$ cat config.mk
export PLATFORM = sky130hd
export DESIGN_NAME = gray_fifo_ctrl
export DESIGN_NICKNAME = d
export VERILOG_FILES = /design/src/rtl/gray_fifo_pkg.sv /design/src/rtl/gray_ptr.sv /design/src/rtl/gray_fifo_ctrl.sv
export SDC_FILE = /design/constraint.sdc
export NUM_CORES = 1
export LEC_CHECK = 0
export CAP_MARGIN = 20
export CORE_MARGIN = 10
export CORE_UTILIZATION = 30
export DETAILED_ROUTE_END_ITERATION = 12
export HOLD_SLACK_MARGIN = 0.1
export MAX_ROUTING_LAYER = met4
export SYNTH_ARGS = -nofsm -noshare
export SYNTH_HDL_FRONTEND = slang
export SYNTH_SLANG_ARGS = --single-unit
$ cat constraint.sdc
create_clock -name clk -period 2.3 [get_ports clk]
set_input_delay 0.23 -clock clk [delete_from_list [all_inputs] [get_ports clk]]
set_output_delay 0.23 -clock clk [all_outputs]
set_load 0.005 [all_outputs]
$ cat src/rtl/gray_fifo_pkg.sv
// Shared helpers for the Gray-pointer FIFO controller.
//   bin2gray() : binary to reflected Gray code, evaluated at PTR_MAX_W bits;
//                callers cast the result down to their pointer width.
//   depth_of() : number of RAM entries for a given address width.
//   level_w()  : width of pointers and of the fill level (one extra wrap bit).
package gray_fifo_pkg;

  localparam int PTR_MAX_W = 16;

  function automatic int depth_of(input int aw);
    return 1 << aw;
  endfunction

  function automatic int level_w(input int aw);
    return aw + 1;
  endfunction

  function automatic logic [PTR_MAX_W-1:0] bin2gray(input logic [PTR_MAX_W-1:0] b);
    return b ^ (b >> 1);
  endfunction

endpackage

$ cat src/rtl/gray_ptr.sv
// One FIFO pointer: AW+1-bit binary counter plus its registered Gray image.
// Ports:
//   clk, areset (async, active-low), clr (sync flush to 0), inc (advance by one)
//   bin  : binary pointer, wraps modulo 2**(AW+1)
//   gray : Gray code of bin, registered so it never glitches for slow samplers
import gray_fifo_pkg::*;

module gray_ptr #(
  parameter int AW = 4
) (
  input  logic        clk,
  input  logic        areset,
  input  logic        clr,
  input  logic        inc,
  output logic [AW:0] bin,
  output logic [AW:0] gray
);

  localparam int PW = level_w(AW);

  logic [AW:0] bin_next;

  always_comb begin
    bin_next = bin;
    if (clr)
      bin_next = '0;
    else if (inc)
      bin_next = bin + PW'(1);
  end

  // Gray is computed from the next binary value so both registers update
  // on the same edge and stay in lockstep.
  always_ff @(posedge clk or negedge areset) begin
    if (!areset) begin
      bin  <= '0;
      gray <= '0;
    end else begin
      bin  <= bin_next;
      gray <= PW'(bin2gray(PTR_MAX_W'(bin_next)));
    end
  end

endmodule

$ cat src/rtl/gray_fifo_ctrl.sv
// Single-clock FIFO controller driving an external 2**AW-entry RAM with a
// one-cycle registered read port. First-word-fall-through read side.
// Optional feature macro: GRAY_FIFO_ALMOST_EN (adds almost_full/almost_empty
// and the AF/AE thresholds).
// Ports:
//   clk, areset (async, active-low), clr (sync flush)
//   wr_valid/wr_ready     : producer handshake, wr_ready = !full
//   rd_valid/rd_ready     : consumer handshake, rd_valid means RAM data is head
//   ram_we, ram_waddr     : RAM write strobe and address
//   ram_raddr             : RAM read address (combinational look-ahead)
//   level                 : committed entries 0..2**AW
//   wptr_gray, rptr_gray  : registered Gray pointers for other clock domains
//   almost_full/empty     : registered threshold flags (macro only)
import gray_fifo_pkg::*;

module gray_fifo_ctrl #(
  parameter int AW = 4
`ifdef GRAY_FIFO_ALMOST_EN
  ,
  parameter int AF = 12,
  parameter int AE = 2
`endif
) (
  input  logic          clk,
  input  logic          areset,
  input  logic          clr,
  input  logic          wr_valid,
  output logic          wr_ready,
  output logic          rd_valid,
  input  logic          rd_ready,
  output logic          ram_we,
  output logic [AW-1:0] ram_waddr,
  output logic [AW-1:0] ram_raddr,
  output logic [AW:0]   level,
`ifdef GRAY_FIFO_ALMOST_EN
  output logic          almost_full,
  output logic          almost_empty,
`endif
  output logic [AW:0]   wptr_gray,
  output logic [AW:0]   rptr_gray
);

  localparam int PW = level_w(AW);

  logic [AW:0] wbin;
  logic [AW:0] rbin;
  logic [AW:0] rbin_step;
  logic        full;
  logic        pop;
  logic        pop_ok;

  assign full      = (wbin[AW] != rbin[AW]) && (wbin[AW-1:0] == rbin[AW-1:0]);
  assign wr_ready  = !full;
  assign ram_we    = wr_valid & wr_ready & !clr;
  assign ram_waddr = wbin[AW-1:0];

  // Read address looks one entry ahead on a pop so the registered RAM read
  // presents the new head right after the edge that consumed the old one.
  assign pop       = rd_valid & rd_ready;
  assign pop_ok    = pop & !clr;
  assign rbin_step = rbin + PW'(pop);
  assign ram_raddr = rbin_step[AW-1:0];

  assign level     = wbin - rbin;

  gray_ptr #(.AW(AW)) u_wptr (
    .clk    (clk),
    .areset (areset),
    .clr    (clr),
    .inc    (ram_we),
    .bin    (wbin),
    .gray   (wptr_gray)
  );

  gray_ptr #(.AW(AW)) u_rptr (
    .clk    (clk),
    .areset (areset),
    .clr    (clr),
    .inc    (pop_ok),
    .bin    (rbin),
    .gray   (rptr_gray)
  );

  // Compared against the current wbin, not its next value: a word written at
  // edge N is only readable from the RAM after edge N+1.
  always_ff @(posedge clk or negedge areset) begin
    if (!areset)
      rd_valid <= 1'b0;
    else if (clr)
      rd_valid <= 1'b0;
    else
      rd_valid <= (wbin != rbin_step);
  end

`ifdef GRAY_FIFO_ALMOST_EN
  localparam logic [AW:0] AF_L = AF[AW:0];
  localparam logic [AW:0] AE_L = AE[AW:0];

  logic [AW:0] level_next;

  always_comb begin
    level_next = (wbin + PW'(ram_we)) - rbin_step;
    if (clr)
      level_next = '0;
  end

  always_ff @(posedge clk or negedge areset) begin
    if (!areset) begin
      almost_full  <= 1'b0;
      almost_empty <= 1'b1;
    end else begin
      almost_full  <= (level_next >= AF_L);
      almost_empty <= (level_next <= AE_L);
    end
  end
`endif

endmodule

## Yosys cells after proc, flatten, opt, wreduce, memory -nomap -nowiden

Index checks and enable logic that the tools add are counted.

| storage, ports and cells | value |
|---|---|
| flip-flop bits (word level) | 21 |
| input bits | 5 |
| output and inout bits | 26 |
| word-level logic and storage cells | 26 |

| cells by class | value |
|---|---|
| add/sub/neg operators | 4 |
| equality and inequality tests | 3 |
| muxes and demuxes | 5 |
| bitwise logic cells | 6 |
| reductions and logical operators | 3 |

Operators with widths:

| cell | number |
|---|---|
| $mux W5 | 4 |
| $add A5 B1 Y5 const B | 2 |
| $xor A5 B4 Y5 | 2 |
| $add A5 B1 Y5 | 1 |
| $ne A5 B5 Y1 | 1 |
| $sub A5 B5 Y5 | 1 |
| $and A1 B1 Y1 | 4 |
| $eq A4 B4 Y1 | 1 |
| $logic_not A1 Y1 | 2 |
| $logic_and A1 B1 Y1 | 1 |
| $mux W1 | 1 |
| $ne A1 B1 Y1 | 1 |

## Depth between registers and ports, before layout

| depth | value |
|---|---|
| depth after elaboration | 8 |
| depth in mapped cells | 8 |
| depth with buffers taken out | 8 |

## By module

A second synthesis with hierarchy kept.

| second synthesis, totals | value |
|---|---|
| cell total of the unflattened synthesis | 105 |
| area, all modules | 1179.9 sq um |

Modules (own cells, without submodules):

| module | times used | cells each | area an instance (sq um) | sequential area each (sq um) |
|---|---|---|---|---|
| gray_ptr | 2 | 33 | 426.7 | 225.2 |
| gray_fifo_ctrl | 1 | 39 | 326.6 | 25.0 |

## Least setup slack after synthesis

Ideal clock, no wire load.

| timing path | value |
|---|---|
| path type | register to register |
| start | register u_rptr.bin[2] |
| end | register u_wptr.gray[0] |
| setup time | 0.128 ns |
| data arrival time | 1.825 ns |
| data required time | 2.172 ns |
| path slack | 0.348 ns |
| stages on the path, launching flop included | 8 |
| path buffers | 1 |
| clock period less this slack | 1.952 ns |
| cells stage by stage | dfrtp_1 -> inv_1 -> ha_1 -> and4_1 -> a21bo_1 -> buf_6 -> mux2i_1 -> mux2_1 |

| between the ends | value |
|---|---|
| cells in the longest elaborated chain, start to end | 8 |

RTL lines:

| item | RTL line | text |
|---|---|---|
| from (decl) | gray_ptr.sv:15 | `output logic [AW:0] bin,` |
| from (signal assigned) | gray_ptr.sv:38 | `bin <= bin_next;` |
| $eq A4 B4 Y1 | gray_fifo_ctrl.sv:52 | `assign full = (wbin[AW] != rbin[AW]) && (wbin[AW-1:0] == rbin[AW-1:0]);` |
| $logic_and A1 B1 Y1 | gray_fifo_ctrl.sv:52 |  |
| $logic_not A1 Y1 | gray_fifo_ctrl.sv:53 | `assign wr_ready = !full;` |
| $and A1 B1 Y1 (2 in a row) | gray_fifo_ctrl.sv:54 | `assign ram_we = wr_valid & wr_ready & !clr;` |
| $mux W5 | gray_ptr.sv:27 | `else if (inc)` |
| $mux W5 | gray_ptr.sv:25 | `if (clr)` |
| $xor A5 B4 Y5 | gray_fifo_pkg.sv:19 | `return b ^ (b >> 1);` |
| to (signal assigned) | gray_ptr.sv:39 | `gray <= PW'(bin2gray(PTR_MAX_W'(bin_next)));` |
| to (decl) | gray_ptr.sv:16 | `output logic [AW:0] gray` |

Every way passes these cells.

## Worst setup path after layout

| timing path | value |
|---|---|
| start | input port rd_ready |
| end | output port ram_raddr[3] |

| between the ends | value |
|---|---|
| cells in the longest elaborated chain, start to end | 2 |

RTL lines:

| item | RTL line | text |
|---|---|---|
| from (decl) | gray_fifo_ctrl.sv:30 | `input logic rd_ready,` |
| $and A1 B1 Y1 | gray_fifo_ctrl.sv:59 | `assign pop = rd_valid & rd_ready;` |
| $add A5 B1 Y5 | gray_fifo_ctrl.sv:61 | `assign rbin_step = rbin + PW'(pop);` |
| to (decl) | gray_fifo_ctrl.sv:33 | `output logic [AW-1:0] ram_raddr,` |

Every way passes these cells.

==> results.py <==
metrics = {
    "setup_path": {
        "critPathBufInv": 3,
        "endpoint": "ram_raddr[3]",
        "crit_family": "buffers and inverters",
        "max_stage_delay_ns": 0.55,
        "crit_start": "rd_ready",
        "arrival_ns": 1.92,
        "r2r-start": "u_wptr.bin[1]",
        "crit_path_end_kind": "primary output",
        "r2r_cells": 6,
        "cpMostUsedCell": "clkdlybuf4s50_1",
        "cp_cell_sequence": "clkdlybuf4s50_1 -> nand2_1 -> inv_1 -> ha_1 -> nand3_1 -> xnor2_2 -> clkdlybuf4s50_1",
        "rrSetupSlack_ns": 0.26,
        "path_class": "in -> out",
        "cp_slowest_cell": "clkdlybuf4s50_1",
        "r2r_end": "u_wptr.gray[0]",
        "critical_path_required_ns": 2.07,
        "path_max_fanout": 3,
        "crit_cells": 7,
        "start_kind": "primary input",
    },
    "cts": {
        "cts.clk_slew.worst_paths_ns": 0.07,
        "cts_tree": "done",
        "numCtsBuffers": 3,
        "cts_sinks": 19,
        "insertion_delay_ns": 0.26,
        "htree_levels": 1,
        "cts_max_path_buffers": 2,
        "root_buffer": "clkbuf_8",
        "ctsHoldBuffers": 0,
    },
    "synthesis": {
        "yosys.area.top_type": "dfrtp_1",
        "synth-xor-area-share_pct": 15.87,
        "yosysWarnings": 0,
        "synth_area_leaders": "dfrtp_1 39%, ha_1 8.3%, xnor2_1 7.3%",
        "muxShareOfSynthArea_pct": 7.988,
        "synth_top_family_by_area": "XOR/XNOR gates",
        "synth_top_area_share_pct": 39.42,
        "synth-simple-area-share_pct": 12.97,
        "avgSynthCellArea_um2": 10.14,
        "ys_async_sr_fraction_pct": 100.0,
        "synth_edf_count": 0,
        "synth-adder-area-share_pct": 9.959,
        "ys_seq_elements": 19,
        "syn_area_um2": 1206,
        "synthFlopType": "dfrtp_1",
        "seq_area_frac_synth_pct": 39.42,
        "synth_cells": 119,
        "synth_compound_area_share_pct": 9.129,
        "synth_fp_nets": 133,
        "yosysUniqueCellTypes": 29,
    },
    "drt": {
        "drtIter0Drc": 31,
        "wl_met1_mm": 1.474,
        "post_drt_via_cell_ratio": 4.728,
        "num_vias": 1007,
        "wl_mm": 3.063,
        "ant_nets": 0,
        "routedWlPerCell_um": 14.38,
        "highest_layer": "met4",
        "drcViolationCount": 0,
        "wl_met3_um": 188,
        "met2_length_mm": 1.363,
        "drtPass1Iterations": 4,
    },
    "sta": {
        "slew_violations": 0,
        "skew_ns": 0.004429,
        "finalSetupTns_ns": 0,
        "max_freq_mhz": 464.1,
        "rsz0062_at_grt": "false",
        "finalHoldViolations": 0,
        "slew_headroom_pct": 70.45,
        "fin_crit_ns": 2.154,
        "period_share_pct": 93.67,
        "finalSetupViolCount": 0,
        "tightest_slew_ns": 0.4419,
    },
    "floorplanning": {
        "core_um2": 3771,
        "num_rows": 22,
        "die_w_um": 83.41,
        "die_h_um": 83.41,
        "ios": 31,
        "initial_utilization_pct": 31.98,
        "dieArea_um2": 6956,
    },
    "placement": {
        "portBuffers": 30,
        "globalplace.congestion": 0.8196,
        "dp.cells": 208,
        "hpwl_mm": 2.453,
    },
    "global_route": {
        "grt_use_total_pct": 9.007,
        "grt_pass1_wl_mm": 5.126,
        "grt_max_degree": 20,
        "grt_pass1_vias": 1080,
        "grt.overflow.total": 0,
        "antenna_found_initial": 0,
    },
    "cells_and_area": {
        "fin_cells": 213,
        "finalNetCount": 180,
        "mostFrequentLayoutCell": "clkdlybuf4s50_1",
        "n_antenna_cell": 0,
        "fill_cells": 358,
        "multiInputGateArea_um2": 689.4,
        "final_cell_mix": "25 x clkdlybuf4s50_1, 18 x dfrtp_1, 16 x buf_4",
        "drive_above_1_share_pct": 18.79,
        "syn_to_final_growth_pct": 42.22,
        "register_area_um2": 476.7,
    },
    "power_and_ir_drop": {
        "ir_drop_mv": 0.2273,
        "p_leak_uw": 0.0008528,
        "power_density_nw_per_um2": 501.8,
    },
    "flow_run": {
        "drv_cap": 0,
    },
    "worst_hold_path": {
        "hp-class": "in -> async",
    },
    "run_status": {
        "status": "complete, no violations",
    },
}
[stage by stage]
| stage | power (uW) | hold slack, ns | instance area (um^2) | setup WS [ns] | util (%) |
|---|---|---|---|---|---|
| 6_report | 860.8 | 0.3040 | 1715 | 0.1455 | 45.49 |
| 3_3_place_gp | 633.3 | 0.5880 | 1653 | 0.06376 | 43.83 |
| 3_5_place_dp | 638.1 | 0.5973 | 1653 | 0.06940 | 43.83 |
| 4_1_cts | 873.2 | 0.3134 | 1703 | 0.03234 | 45.16 |
| 5_1_grt | 914.6 | 0.3346 | 1715 | 0.01535 | 45.49 |
| 2_1_floorplan | 492.1 | -0.06559 | 1206 | 0.3478 | - |
[kinds of logic (layout without fill, tap and decap cells)]
family | Yosys count | count (layout)
adder cells (fa/ha/maj) | 9 | 9
flip-flops | 19 | 19
AND/OR/NAND/NOR | 32 | 32
multiplexers | 9 | 9
AO/OA/AOI/OAI | 17 | 17
XOR/XNOR | 21 | 21
buffers and inverters | 12 | 58
[area by class of cell]
cell class                 count  share of cell area [%]
multi-input combinational     88                   40.19
sequential                    19                   27.79
timing repair buffer          46                   24.14
tap                           48                   3.501
clock buffer                   4                   2.626
inverter                       8                   1.751
[timing repair]
| item | 4_1_cts | 5_1_grt |
|---|---|---|
| setup endpoints to repair | 4 | 3 |
| buffers inserted | 1 | 0 |
| gates resized for setup | 6 | 6 |
| cloned | 0 | 0 |
[worst register-to-register path: stages, from the launching register on]
cell and delay, ns:
dfrtp_2 0.44, ha_1 0.32, and4_2 0.28, a21bo_1 0.21, buf_4 0.15, mux2i_1 0.17, mux2_1 0.34
[worst min-delay path by stage]
stage	start	to	slack, ns	cells after the start
4_1_cts	areset	u_wptr.gray[3]	0.31	2
3_3_place_gp	areset	u_wptr.gray[2]	0.59	2
2_1_floorplan	areset	rd_valid	-0.07	0
5_1_grt	areset	u_wptr.gray[1]	0.33	2
3_5_place_dp	areset	u_wptr.gray[3]	0.60	2
6_report	areset	u_wptr.gray[3]	0.30	2
[cell usage after synthesis, types with 2 or more instances]
master,instances
a21oi_1,7
nand2_1,5
mux2_2,3
xor2_1,10
a21o_1,2
inv_1,8
dfrtp_1,19
xnor2_1,10
nor2_1,12
mux2i_1,4
mux2_1,2
clkbuf_1,2
nand4_1,2
ha_1,8
or3_1,2
nor2b_1,5
o21ai_0,3
nand3_1,4
[flip-flops by register name (all words and copies together) (netlist names)]
register	cells
u_rptr.bin	5
u_wptr.bin	5
u_rptr.gray	4
u_wptr.gray	4
rd_valid	1
[power by group]
group	internal (uW)	leakage, uW	total, uW	switching [uW]
clock network	123	0.0000228	235	111
registers	353	0.000259	364	11.1
logic	145	0.000571	262	117
[per-layer routing]
metal / GRT usage (%) / up-vias
met5: - / -
li1: - / 493
met3: 2.344 / 5
met1: 11.34 / 476
met4: 2.769 / 0
met2: 13.69 / 33
Power figures use the tool's default switching activity.
